--- config.mk ---
export PLATFORM = sky130hd
export DESIGN_NAME = pu_operand_feeder_flat
export DESIGN_NICKNAME = d
export VERILOG_FILES = /design/src/rtl/pu_pkg.sv /design/src/rtl/pu_operand_feeder_if.sv /design/src/rtl/pu_valid_pipe.sv /design/src/rtl/pu_operand_feeder.sv /design/src/flat_wrapper.sv
export SDC_FILE = /design/constraint.sdc
export NUM_CORES = 1
export LEC_CHECK = 0
export BUFFER_PORTS_ARGS = -buffer_cell sky130_fd_sc_hd__buf_2
export CORE_MARGIN = 1
export CORE_UTILIZATION = 46
export DETAILED_ROUTE_END_ITERATION = 6
export HOLD_SLACK_MARGIN = 0.12
export PLACE_DENSITY = 0.85
export SYNTH_ARGS = -nofsm -noshare
export SYNTH_HDL_FRONTEND = slang
export SYNTH_SLANG_ARGS = --single-unit
export TNS_END_PERCENT = 5
--- constraint.sdc ---
create_clock -name clk -period 1.3 [get_ports clk]
set_input_delay 0.13 -clock clk [delete_from_list [all_inputs] [get_ports clk]]
set_output_delay 0.13 -clock clk [all_outputs]
set_load 0.05 [all_outputs]
--- src/rtl/pu_pkg.sv ---
// Shared constants and types for the processingUnit operand feeder and PU-side blocks.
package pu_pkg;

    localparam int unsigned DATA_W   = 5;
    localparam int unsigned LANES    = 4;
    localparam int unsigned PIPE_LAT = 3;
    localparam int unsigned IDX_W    = $clog2(LANES);

    typedef enum logic {
        FILL  = 1'b0,
        ISSUE = 1'b1
    } state_e;

    // One (activation, weight) lane entry
    typedef struct packed {
        logic [DATA_W-1:0] act;
        logic [DATA_W-1:0] wgt;
    } pair_t;

endpackage

--- src/rtl/pu_operand_feeder_if.sv ---
// Valid/ready stream of (activation, weight) pairs into the operand feeder.
interface pu_operand_feeder_if;
    import pu_pkg::*;

    logic              in_valid;
    logic              in_ready;
    logic [DATA_W-1:0] in_act;
    logic [DATA_W-1:0] in_wgt;

    modport master (output in_valid, output in_act, output in_wgt, input in_ready);
    modport slave  (input in_valid, input in_act, input in_wgt, output in_ready);

endinterface

--- src/rtl/pu_valid_pipe.sv ---
// PIPE_LAT-deep valid shift register tracking vectors inside the PU pipeline.
module pu_valid_pipe
    import pu_pkg::*;
(
    input  logic clk,
    input  logic rst,
    input  logic en_i,
    output logic res_valid_o,
    output logic busy_o
);

    logic [PIPE_LAT-1:0] pipe_q, pipe_d;
    logic                busy_q, busy_d;

    always_comb begin
        pipe_d = (pipe_q << 1) | PIPE_LAT'(en_i);
        busy_d = |pipe_d;
    end

    always_ff @(posedge clk or negedge rst) begin
        if (!rst) begin
            pipe_q <= '0;
            busy_q <= 1'b0;
        end else begin
            pipe_q <= pipe_d;
            busy_q <= busy_d;
        end
    end

    assign res_valid_o = pipe_q[PIPE_LAT-1];
    assign busy_o      = busy_q;

endmodule

--- src/rtl/pu_operand_feeder.sv ---
// Packs a serial (act, wgt) stream into four PU lanes and pulses en_reg per vector.
// Optional zero-padded partial issue via flush_i when FEEDER_FLUSH_EN is defined.
module pu_operand_feeder
    import pu_pkg::*;
(
    input  logic               clk,
    input  logic               rst,
    pu_operand_feeder_if.slave in_if,
`ifdef FEEDER_FLUSH_EN
    input  logic               flush_i,
`endif
    output logic [DATA_W-1:0]  a1_o,
    output logic [DATA_W-1:0]  a2_o,
    output logic [DATA_W-1:0]  a3_o,
    output logic [DATA_W-1:0]  a4_o,
    output logic [DATA_W-1:0]  w1_o,
    output logic [DATA_W-1:0]  w2_o,
    output logic [DATA_W-1:0]  w3_o,
    output logic [DATA_W-1:0]  w4_o,
    output logic               en_reg_o,
    output logic               res_valid_o,
    output logic               busy_o
);

    state_e           state_q, state_d;
    logic [IDX_W-1:0] idx_q, idx_d;
    pair_t            lane_q [LANES];
    pair_t            lane_d [LANES];
    logic             en_q, en_d;
    logic             ready_q, ready_d;
    logic             xfer_c;

    assign xfer_c = in_if.in_valid && ready_q;

    // Next-state, lane writes and registered handshake/enable
    always_comb begin
        state_d = state_q;
        idx_d   = idx_q;
        lane_d  = lane_q;
        unique case (state_q)
            FILL: begin
                if (xfer_c) begin
                    lane_d[idx_q] = '{act: in_if.in_act, wgt: in_if.in_wgt};
                    if (idx_q == IDX_W'(LANES - 1)) begin
                        state_d = ISSUE;
                        idx_d   = '0;
                    end else begin
                        idx_d = idx_q + IDX_W'(1);
                    end
                end
`ifdef FEEDER_FLUSH_EN
                // Partial vector: pad every lane not yet written, then issue
                if (flush_i && (state_d == FILL) && (xfer_c || (idx_q != '0))) begin
                    for (int unsigned i = 0; i < LANES; i++) begin
                        if (i >= 32'(idx_d)) lane_d[IDX_W'(i)] = '0;
                    end
                    state_d = ISSUE;
                    idx_d   = '0;
                end
`endif
            end
            ISSUE:   state_d = FILL;
            default: state_d = FILL;
        endcase
        en_d    = (state_d == ISSUE);
        ready_d = (state_d == FILL);
    end

    always_ff @(posedge clk or negedge rst) begin
        if (!rst) begin
            state_q <= FILL;
            idx_q   <= '0;
            lane_q  <= '{default: '0};
            en_q    <= 1'b0;
            ready_q <= 1'b1;
        end else begin
            state_q <= state_d;
            idx_q   <= idx_d;
            lane_q  <= lane_d;
            en_q    <= en_d;
            ready_q <= ready_d;
        end
    end

    pu_valid_pipe u_valid_pipe (
        .clk         (clk),
        .rst         (rst),
        .en_i        (en_q),
        .res_valid_o (res_valid_o),
        .busy_o      (busy_o)
    );

    assign in_if.in_ready = ready_q;
    assign en_reg_o       = en_q;
    assign a1_o = lane_q[0].act;
    assign a2_o = lane_q[1].act;
    assign a3_o = lane_q[2].act;
    assign a4_o = lane_q[3].act;
    assign w1_o = lane_q[0].wgt;
    assign w2_o = lane_q[1].wgt;
    assign w3_o = lane_q[2].wgt;
    assign w4_o = lane_q[3].wgt;

endmodule
--- src/flat_wrapper.sv ---
// flat-port wrapper written by rule: the top's interface ports become plain ports
module pu_operand_feeder_flat import pu_pkg::*;
  (clk, rst, a1_o, a2_o, a3_o, a4_o, w1_o, w2_o, w3_o, w4_o, en_reg_o, res_valid_o, busy_o, in_if_in_valid, in_if_in_act, in_if_in_wgt, in_if_in_ready);
  pu_operand_feeder_if in_if_i ();
  input  logic clk;
  input  logic rst;
  output logic [DATA_W-1:0] a1_o;
  output logic [DATA_W-1:0] a2_o;
  output logic [DATA_W-1:0] a3_o;
  output logic [DATA_W-1:0] a4_o;
  output logic [DATA_W-1:0] w1_o;
  output logic [DATA_W-1:0] w2_o;
  output logic [DATA_W-1:0] w3_o;
  output logic [DATA_W-1:0] w4_o;
  output logic en_reg_o;
  output logic res_valid_o;
  output logic busy_o;
  input wire logic [$bits(in_if_i.in_valid)-1:0] in_if_in_valid;
  input wire logic [$bits(in_if_i.in_act)-1:0] in_if_in_act;
  input wire logic [$bits(in_if_i.in_wgt)-1:0] in_if_in_wgt;
  output wire logic [$bits(in_if_i.in_ready)-1:0] in_if_in_ready;
  assign in_if_i.in_valid = in_if_in_valid;
  assign in_if_i.in_act = in_if_in_act;
  assign in_if_i.in_wgt = in_if_in_wgt;
  assign in_if_in_ready = in_if_i.in_ready;
  pu_operand_feeder u_core (.clk(clk), .rst(rst), .in_if(in_if_i), .a1_o(a1_o), .a2_o(a2_o), .a3_o(a3_o), .a4_o(a4_o), .w1_o(w1_o), .w2_o(w2_o), .w3_o(w3_o), .w4_o(w4_o), .en_reg_o(en_reg_o), .res_valid_o(res_valid_o), .busy_o(busy_o));
endmodule
After elaboration in Yosys (flattened, before gate mapping)
Cells that the tools add are included.
- $add $sub $neg: 1
- multiply operators: 0
- divide/modulo/power cells: 0
- magnitude comparators: 2
- equality and inequality tests: 1
- shift-type cells: 0
- mux-type cells: 7
- bitwise operators: 4
- reduce and logical (&&, ||, !) cells: 4
- operator list (kind ; count):
    $bwmux W40 ; 1
    $demux W10 S2 ; 1
    $mux W10 ; 1
    $ge A3 B3 Y1 const B ; 1
    $lt A3 B1 Y1 const B ; 1
    $not A2 Y3 ; 1
    $or A3 B1 Y3 ; 1
    $reduce_or A3 Y1 ; 1
    $add A2 B1 Y2 const B ; 1
    $eq A2 B2 Y1 const B ; 1
    $logic_and A1 B1 Y1 ; 2
    $mux W1 ; 2
    $mux W2 ; 1
    $not A1 Y1 ; 2
    $pmux W1 S2 ; 1
    $reduce_and A2 Y1 ; 1
- flip-flop bits (word level): 48
- latch bits: 0
- RAM bits: 0
- memory bits (read-only): 0
- word-level logic and storage cells: 32
- memories: 0

Depth between registers and ports, before layout
- word-level depth: 6
- gate-level depth with buffers: 5
- mapped depth without buffers: 4

Hierarchy
A second synthesis with hierarchy kept.
- cell total of the unflattened synthesis: 108
- area, all modules: 1971.9 um2
- by module, submodules not included (module ; instances ; cells each ; area each (um2)):
    pu_operand_feeder ; 1 ; 103 ; 1865.5
    pu_valid_pipe ; 1 ; 5 ; 106.4

Worst setup path after synthesis
Ideal clock, no wire load.
- path kind: flip-flop to flip-flop
- start: reg u_core.state_q
- end: reg u_core.lane_q (netlist bit u_core.a4_o[0])
- setup time: 0.125 ns
- arrival time: 1.380 ns
- required time: 1.175 ns
- path slack: -0.205 ns
- cell stages (with the launch flop): 4
- period minus slack after synthesis: 1.505 ns
- path through: dfrtp_1 -> nand4b_2 -> buf_6 -> mux2_4
- cells in the longest elaborated chain, start to end: 2
- ends and longest elaborated chain (element ; RTL line ; text):
    start: declaration ; pu_operand_feeder.sv:25 ; state_e state_q, state_d;
    start signal: assignment ; pu_operand_feeder.sv:77 ; state_q <= state_d;
    $not A1 Y1 (no source line) ; n/a ;
    $reduce_and A2 Y1 (no source line) ; n/a ;
    end signal: assignment ; pu_operand_feeder.sv:79 ; lane_q <= lane_d;
    end: declaration ; pu_operand_feeder.sv:27 ; pair_t lane_q [LANES];
No other way between the ends.
A chain may end at the register's enable or synchronous reset.

Worst setup path after layout
- start: reg u_core.ready_q, in the netlist u_core.in_if.in_ready
- end: reg u_core.lane_q (netlist bit u_core.w2_o[1])
- cells in the longest elaborated chain, start to end: 2
- ends and longest elaborated chain (element ; RTL line ; text):
    start: declaration ; pu_operand_feeder.sv:30 ; logic ready_q, ready_d;
    start signal: assignment ; pu_operand_feeder.sv:81 ; ready_q <= ready_d;
    $logic_and A1 B1 Y1 ; pu_operand_feeder.sv:33 ; assign xfer_c = in_if.in_valid && ready_q;
    $reduce_and A2 Y1 (no source line) ; n/a ;
No other way between the ends.

==> results.toml <==
[clock_tree]
clk_pin_slew_ns = 0.08
clock_tree.root_cell = "clkbuf_8"
cts_buffers = 5
clock_latency_ns = 0.30
clock-sinks = 48
clk_path_buf_depth = 2
cts_tree = "built"
htree_levels = 2

[logic_synthesis]
synth_nets = 125
syn_area_mm2 = 0.00197
synth_area_leaders = "dfrtp_1, mux2_4, ha_1"
synth.most_common_cell = "dfrtp_1"
synth_top_area_share_pct = 59.6
ys_types = 13
syn_area_per_cell_um2 = 18.3
synth_common_cells = "dfrtp_1, mux2_4, ha_1, mux2_2"
async_flop_share_pct = 100
yosys.area.top_type = "dfrtp_1"
synthCells = 108
synth_edf_count = 0
ys.flop_type = "dfrtp_1"
ys_ff_latch = 48
yosysSeqAreaShare_pct = 61.0
yosys_warnings = 0

[timing]
relSlewSlack_pct = 67.7
tns_ns = -4.30
min_period_ns = 1.45
setup_slack_ns = -0.149
tightestPinTransition_ns = 0.485
fmax_mhz = 690
maxSlewViolCount = 0
fin_skew_ns = 0.00734
rsz0062_at_grt = "true"
finalSetupViolCount = 41
timing.final.crit_share_pct = 111
hold_viol = 0

[cells_and_area]
multi_input_area_um2 = 748
nFillCells = 295
drive_gt1_share_pct = 66.0
areaGrowthSynthToFinish_pct = 34.6
regArea_mm2 = 0.00121
design_area_mm2 = 0.00266
diodes = 0
nets = 207

[global_route]
grt_antenna_before_repair = 0
grtUsageTotal_pct = 20.1
grt_pass1_vias = 1204
grt_pass1_wl_um = 6420
grt_max_degree = 20
grt-ovfl-total = 0

[floorplan]
die_area_mm2 = 0.00455
core_mm2 = 0.00406
io_pins = 57
fp-row-count = 23
die_w_um = 67.5
start_util_pct = 48.6
dieHeight_um = 67.5

[setup_path]
crit_fanout = 5
cp_data_arrival_time_ns = 1.63
rr_startpoint = "u_core.in_if.in_ready$_DFF_PN1_"
ff2ff_setup_slack_ns = -0.15
path_class = "reg2reg"
worst_r2r_endpoint = "u_core.w2_o[1]$_DFFE_PN0P_"
cp-endpoint = "u_core.w2_o[1]$_DFFE_PN0P_"
cp.required_ns = 1.48
crit_path_end_kind = "register"
reg2reg_depth = 3
crit_start = "u_core.in_if.in_ready$_DFF_PN1_"
worst_setup_path_start_kind = "register"

[worst_hold_path]
hold_path.class = "in2reg"

[flow_run]
cap_violations = 0

[drt]
avgViaCountPerCell = 5.11
drtPass1Iterations = 4
routed_wl_um = 4130
drt_iter0_drc = 98
postRouteAntennaNets = 0
wl_per_cell_um = 17.1
via_count = 1232
post-route-drc-count = 0

[place]
dpl.hpwl_um = 2970
numPortBuffers = 56
placed_cell_area_mm2 = 0.00241
gp_congestion = 0.722

[status]
status = "finished, violations left"
violations = "setup timing"
registers in the layout, indices dropped and copies added (netlist names):
signal and flops:
u_core.in_if.in_ready 1, u_core.w2_o 5, u_core.idx_q 2, u_core.state_q 1, u_core.w3_o 5, u_core.a4_o 5
u_core.a2_o 5, u_core.u_valid_pipe.pipe_q 3, u_core.w1_o 5, u_core.w4_o 5, u_core.a1_o 5, u_core.a3_o 5
u_core.u_valid_pipe.busy_o 1
final cells by class:
type                    instances  area share [%]
repair buffers                 79            19.8
clock inverters                 2           0.566
clock buffers                   6            3.11
inverters                       3           0.424
multi-input cells              53            28.2
well taps                      50            2.36
flip-flops and latches         48            45.5
kinds of logic (layout without fill, tap and decap cells):
| kind of cell | count (synthesis) | in the layout | synth area share [%] |
|---|---|---|---|
| mux | 42 | 42 | 31.2 |
| fa+ha+maj | 4 | 4 | 2.54 |
| buf+inv | 7 | 90 | 2.28 |
| simple gates | 7 | 7 | 2.98 |
| flops | 48 | 48 | 61.0 |
worst max-delay path, cell delays in order, from the launching register on:
cell and delay [ns]:
dfstp_4 0.66, nand4b_1 0.18, buf_6 0.20, mux2_4 0.30
layer usage:
metal / track usage, % / share of wire [%] / up-vias
met3: 6.08 / 3.6 / 4
met4: 7.18 / 1.4 / 0
li1: - / - / 541
met2: 31.9 / 50 / 41
met5: 0 / 0 / -
met1: 25.9 / 45 / 646
worst min-delay path by stage:
stage	start	end	slack, ns	cells past startpoint
2_1_floorplan	rst	u_core.a1_o[0]$_DFFE_PN0P_	-0.17	0
3_3_place_gp	rst	u_core.w4_o[2]$_DFFE_PN0P_	0.10	1
3_5_place_dp	rst	u_core.w4_o[2]$_DFFE_PN0P_	0.12	1
4_1_cts	in_if_in_wgt[3]	u_core.w4_o[3]$_DFFE_PN0P_	0.12	2
5_1_grt	in_if_in_valid	u_core.idx_q[0]$_DFFE_PN0P_	0.29	3
6_report	in_if_in_valid	u_core.idx_q[0]$_DFFE_PN0P_	0.30	3
cells in the final DEF, fill, tap and decap left out, types with 3 or more instances in the layout:
| master | n |
|---|---|
| clkbuf_8 | 6 |
| dfrtp_1 | 45 |
| buf_2 | 55 |
| mux2_4 | 38 |
| buf_4 | 6 |
| nand4b_1 | 3 |
| mux2_2 | 4 |
| dlygate4sd3_1 | 11 |
| buf_6 | 5 |
stage by stage:
| stage | hold slack [ns] | worst slack (ns) | util (%) | cells |
|---|---|---|---|---|
| after CTS | 0.123 | -0.125 | 64.4 | 240 |
| final | 0.301 | -0.149 | 65.4 | 241 |
| after global placement | 0.102 | -0.0589 | 59.4 | 222 |
| after global routing | 0.291 | -0.182 | 65.4 | 241 |
| after detailed placement | 0.118 | -0.114 | 59.4 | 222 |
| after floorplan | -0.166 | -0.121 | - | 108 |
repair_timing:
action / 4_1_cts / 5_1_grt
hold endpoints to repair: 43 / 1
setup buffers: 0 / 0
pin swaps: 0 / 2
resized for setup: 2 / 10
setup endpoints to repair: 41 / 43
cloned: 0 / 0
hold buffers: 10 / 1
Power is left out: the tool's default activity adds up to more than one toggle a clock period on the data nets, which glitch-free logic cannot reach.
